## config.mk

```make
export PLATFORM = sky130hd
export DESIGN_NAME = mux8_scan_ctrl
export DESIGN_NICKNAME = d
export VERILOG_FILES = /design/src/rtl/mux8_scan_ctrl.sv
export SDC_FILE = /design/constraint.sdc
export NUM_CORES = 1
export LEC_CHECK = 0
export ABC_CLOCK_PERIOD_IN_PS = 2400
export CAP_MARGIN = 10
export CORE_ASPECT_RATIO = 1.25
export CORE_UTILIZATION = 30
export DETAILED_ROUTE_END_ITERATION = 10
export PLACE_DENSITY = 0.58
export REMOVE_ABC_BUFFERS = 1
export SYNTH_ARGS = -nofsm -noshare
export SYNTH_HDL_FRONTEND = slang
export SYNTH_SLANG_ARGS = --single-unit
```

## constraint.sdc

```tcl
create_clock -name clk -period 2.4 [get_ports clk]
set_clock_uncertainty 0.15 [all_clocks]
set_input_delay 0.48 -clock clk [delete_from_list [all_inputs] [get_ports clk]]
set_output_delay 0.48 -clock clk [all_outputs]
set_load 0.01 [all_outputs]
```

## src/rtl/mux8_scan_ctrl.sv

```systemverilog
// Scan controller for an 8:1 mux: steps sel 0..7, samples Y after a settle time, then
// presents the captured byte on valid/ready. Define MUX8_SCAN_PARITY_EN to add a parity output.
module mux8_scan_ctrl #(
    parameter int unsigned SETTLE_CYCLES = 1
) (
    input  logic       clk,
    input  logic       reset_n,
    input  logic       start,
    output logic [2:0] sel,
    input  logic       Y,
    output logic [7:0] data,
    output logic       valid,
    input  logic       ready,
    output logic       busy
`ifdef MUX8_SCAN_PARITY_EN
    ,
    output logic       parity
`endif
);

    generate
        if (SETTLE_CYCLES < 1 || SETTLE_CYCLES > 15) begin : g_bad_settle
            $fatal(1, "SETTLE_CYCLES must be in 1..15");
        end
    endgenerate

    localparam logic [3:0] SettleLast = 4'(SETTLE_CYCLES - 1);

    typedef enum logic [1:0] {StIdle, StSettle, StSample, StHold} state_e;

    state_e      state_q;
    logic [3:0]  cnt_q;
    logic [2:0]  sel_q;
    logic [7:0]  shadow_q;
    logic [7:0]  data_q;
    logic        valid_q;
    logic        busy_q;
    logic        parity_q;

    // Channel 7 is written straight into data alongside the older shadow bits.
    logic [7:0]  word;
    assign word = {Y, shadow_q[6:0]};

    always_ff @(posedge clk or negedge reset_n) begin
        if (!reset_n) begin
            state_q  <= StIdle;
            cnt_q    <= 4'd0;
            sel_q    <= 3'd0;
            shadow_q <= 8'h00;
            data_q   <= 8'h00;
            valid_q  <= 1'b0;
            busy_q   <= 1'b0;
            parity_q <= 1'b0;
        end else begin
            case (state_q)
                StIdle: begin
                    if (start) begin
                        state_q <= StSettle;
                        cnt_q   <= 4'd0;
                        busy_q  <= 1'b1;
                    end
                end
                StSettle: begin
                    cnt_q <= cnt_q + 4'd1;
                    if (cnt_q == SettleLast) begin
                        state_q <= StSample;
                    end
                end
                StSample: begin
                    shadow_q[sel_q] <= Y;
                    if (sel_q != 3'd7) begin
                        sel_q   <= sel_q + 3'd1;
                        cnt_q   <= 4'd0;
                        state_q <= StSettle;
                    end else begin
                        data_q   <= word;
                        parity_q <= ^word;
                        valid_q  <= 1'b1;
                        state_q  <= StHold;
                    end
                end
                StHold: begin
                    if (ready) begin
                        valid_q <= 1'b0;
                        sel_q   <= 3'd0;
                        busy_q  <= 1'b0;
                        state_q <= StIdle;
                    end
                end
                default: state_q <= StIdle;
            endcase
        end
    end

    assign sel   = sel_q;
    assign data  = data_q;
    assign valid = valid_q;
    assign busy  = busy_q;

`ifdef MUX8_SCAN_PARITY_EN
    assign parity = parity_q;
`else
    logic unused_parity;
    assign unused_parity = parity_q;
`endif

endmodule

```

==> metrics.md <==
| Metric | Value |
|---|---|
| Vias in the first global route | `855` |
| Reg2reg path depth | `4` |
| CP endpoint | `sel[2]` |
| All-Layer GR Usage | `12.4%` |
| Total clock sinks | `26` |
| R2R Path End | `data[0]` |
| Post-CTS Setup Bufs | `0` |
| Largest net degree at the start of global routing | `27` |
| PwrDens | `1110 nW/µm²` |
| Drt drc | `0` |
| R2r setup slk | `0.58 ns` |
| Drt total wl | `2300 µm` |
| CTS tree | `yes` |
| Congestion Overflow GR | `0` |
| Worst-skew pair later-pin latency | `0.26 ns` |
| Syn_area_per_cell | `12.2 µm²` |
| RSZ-0062 raised after global routing | `false` |
| Leakage | `0.650 nW` |
| Slew @ Worst Pin | `0.575 ns` |
| Drt pass-1 iters | `4` |
| Initial DRC Count | `43` |
| # fillers | `393` |
| Crit path max fanout | `12` |
| GPL Wtd Cong | `0.814` |
| Status | `complete, no violations` |
| Routed vias | `818` |
| Critical Path Slowest Stage Cell | `clkdlybuf4s50_1` |
| Overall power | `1.68 mW` |
| Clk buf depth | `2` |
| Initial antenna violation count | `0` |
| Final period util | `86.5%` |
| Worst endpoint data arrival time | `1.45 ns` |
| Finished Layout Cells | `172` |
| Slew Limit Fails | `0` |
| Most frequent cells in the layout | `26 x dfrtp_1, 17 x clkdlybuf4s50_1, 15 x mux2_2, 7 x a21oi_1` |
| Die width | `59.1 µm` |
| Post-DP Area | `1450 µm²` |
| FF-to-FF Start | `sel[1]` |
| Final Hold Fails | `0` |
| First-pass GRT wire length | `4060 µm` |
| Starting Density | `31.8%` |
| # hold bufs at CTS | `0` |
| Post-synthesis sequential area ratio | `53.2%` |
| Max-slew headroom | `61.4%` |
| Fin nets | `129` |
| Reg clk slew, reported paths | `0.09 ns` |
| Share of cells above drive strength 1 | `18.6%` |
| Crit Path Category | `flop to output port` |
| Sum Neg Setup Slack | `0 ns` |
| DR WL/cell | `13.4 µm` |
| H-tree Lvls | `1` |
| Half-perimeter wire length after placement | `1610 µm` |
| I/O Pins | `18` |
| Row cnt | `25` |
| Syn. warnings | `0` |
| Placed cells | `168` |
| Crit path buf inv count | `1` |
| Distinct cell type count after synthesis | `27` |
| Final ANT Viol Nets | `0` |
| Critical path cell sequence | `clkdlybuf4s50_1` |
| Post-CTS sizing | `0` |
| Crit path from | `sel[2]` |
| Final min period | `2.08 ns` |
| Syn-to-layout area delta | `23.1%` |
| Area of the mapped netlist | `1220 µm²` |
| Critical Path Start Type | `flop` |
| CTS Buf Count | `3` |
| Port Buffers | `17` |
| FF+latch count, synth | `26` |
| WHS | `0.359 ns` |
| CP delay by family, top | `buffers and inverters` |
| Core ar. | `3850 µm²` |
| Mapped Cells | `100` |
| Fin area | `1510 µm²` |
| Worst EP required | `1.77 ns` |
| Fmax achieved | `482 MHz` |
| CP endpoint kind | `output port` |
| Max-cap violations | `0` |
| Vias/cell | `4.76` |
| Final setup viols | `0` |
| Commonest non-fill, non-tap cell in the layout | `dfrtp_1` |
| Post-route setup slack | `0.324 ns` |
| CP peak stage delay | `0.61 ns` |
| CP Depth | `1` |
| CTS Root Cell | `clkbuf_8` |
| Die Y | `73.4 µm` |
| Final core occ | `39.2%` |
| ANT cells | `0` |
| DP Worst Slack | `0.519 ns` |
| Full die area | `4340 µm²` |
| Hold WC Path Type | `flop to flop` |
| Maximum vdd drop | `404 µV` |
[worst min-delay path by stage]
stage                            from      end  slack [ns]  cells past startpoint
final                     shadow_q[2]  data[2]        0.36                      1
after floorplan               reset_n     busy        0.03                      0
after CTS                 shadow_q[2]  data[2]        0.36                      1
after global placement    shadow_q[2]  data[2]        0.33                      1
after detailed placement  shadow_q[2]  data[2]        0.34                      1
after global routing      shadow_q[4]  data[4]        0.38                      1
[logic make-up (layout without fill, tap and decap cells)]
group | Yosys count | after routing | synth area share [%]
flip-flops | 26 | 26 | 53.2
AND/OR/NAND/NOR | 22 | 22 | 10.8
AO/OA/AOI/OAI | 20 | 20 | 11.3
multiplexers | 17 | 17 | 15.4
buffers and inverters | 8 | 26 | 2.66
adder cells (fa/ha/maj) | 5 | 5 | 5.11
XOR/XNOR | 2 | 2 | 1.43
[synthesized netlist by cell type]
cell	count	area, µm²
a22o_1	2	17.5
dfrtp_1	26	651
inv_1	4	15.0
mux2_2	15	169
nor2b_1	1	6.26
nor3_1	1	5.00
o32a_1	1	10.0
nor3b_2	1	12.5
nand2b_1	1	6.26
o31ai_1	1	7.51
nand3b_1	3	22.5
nor3b_1	3	22.5
nand4b_1	1	8.76
mux2i_1	2	20.0
nand3_1	1	5.00
xnor2_1	2	17.5
nand3_2	1	10.0
nor2_1	4	15.0
o21ai_0	2	10.0
a211o_1	1	8.76
a21oi_1	7	35.0
ha_1	5	62.6
o2bb2ai_1	4	35.0
clkbuf_1	2	7.51
a22oi_1	2	15.0
nand2_1	5	18.8
buf_2	2	10.0
[power breakdown]
group	total, mW	internal, mW	switching (mW)
clock network	0.277	0.146	0.130
registers	0.811	0.602	0.209
logic	0.589	0.350	0.240
[final cells by class]
class / instances / area, µm² / area share, %
Tap cell: 54 / 67.6 / 4.49
Sequential cell: 26 / 651 / 43.2
Timing Repair Buffer: 18 / 178 / 11.8
Inverter: 4 / 15.0 / 0.997
Clock buffer: 4 / 55.1 / 3.65
Multi-Input combinational cell: 66 / 541 / 35.9
[flip-flops by register name, indices dropped and copies added (netlist names)]
register,flops
state_q,2
data,8
sel,3
shadow_q,7
valid,1
cnt_q,4
busy,1
[per-layer routing]
layer / global-route usage, % / part of all wire [%]
met4: 3.97 / 0.61
met1: 16.7 / 48
met3: 2.64 / 4.0
met5: 0 / 0
met2: 19.7 / 48
No activity file was read; power rests on OpenSTA's default activity.
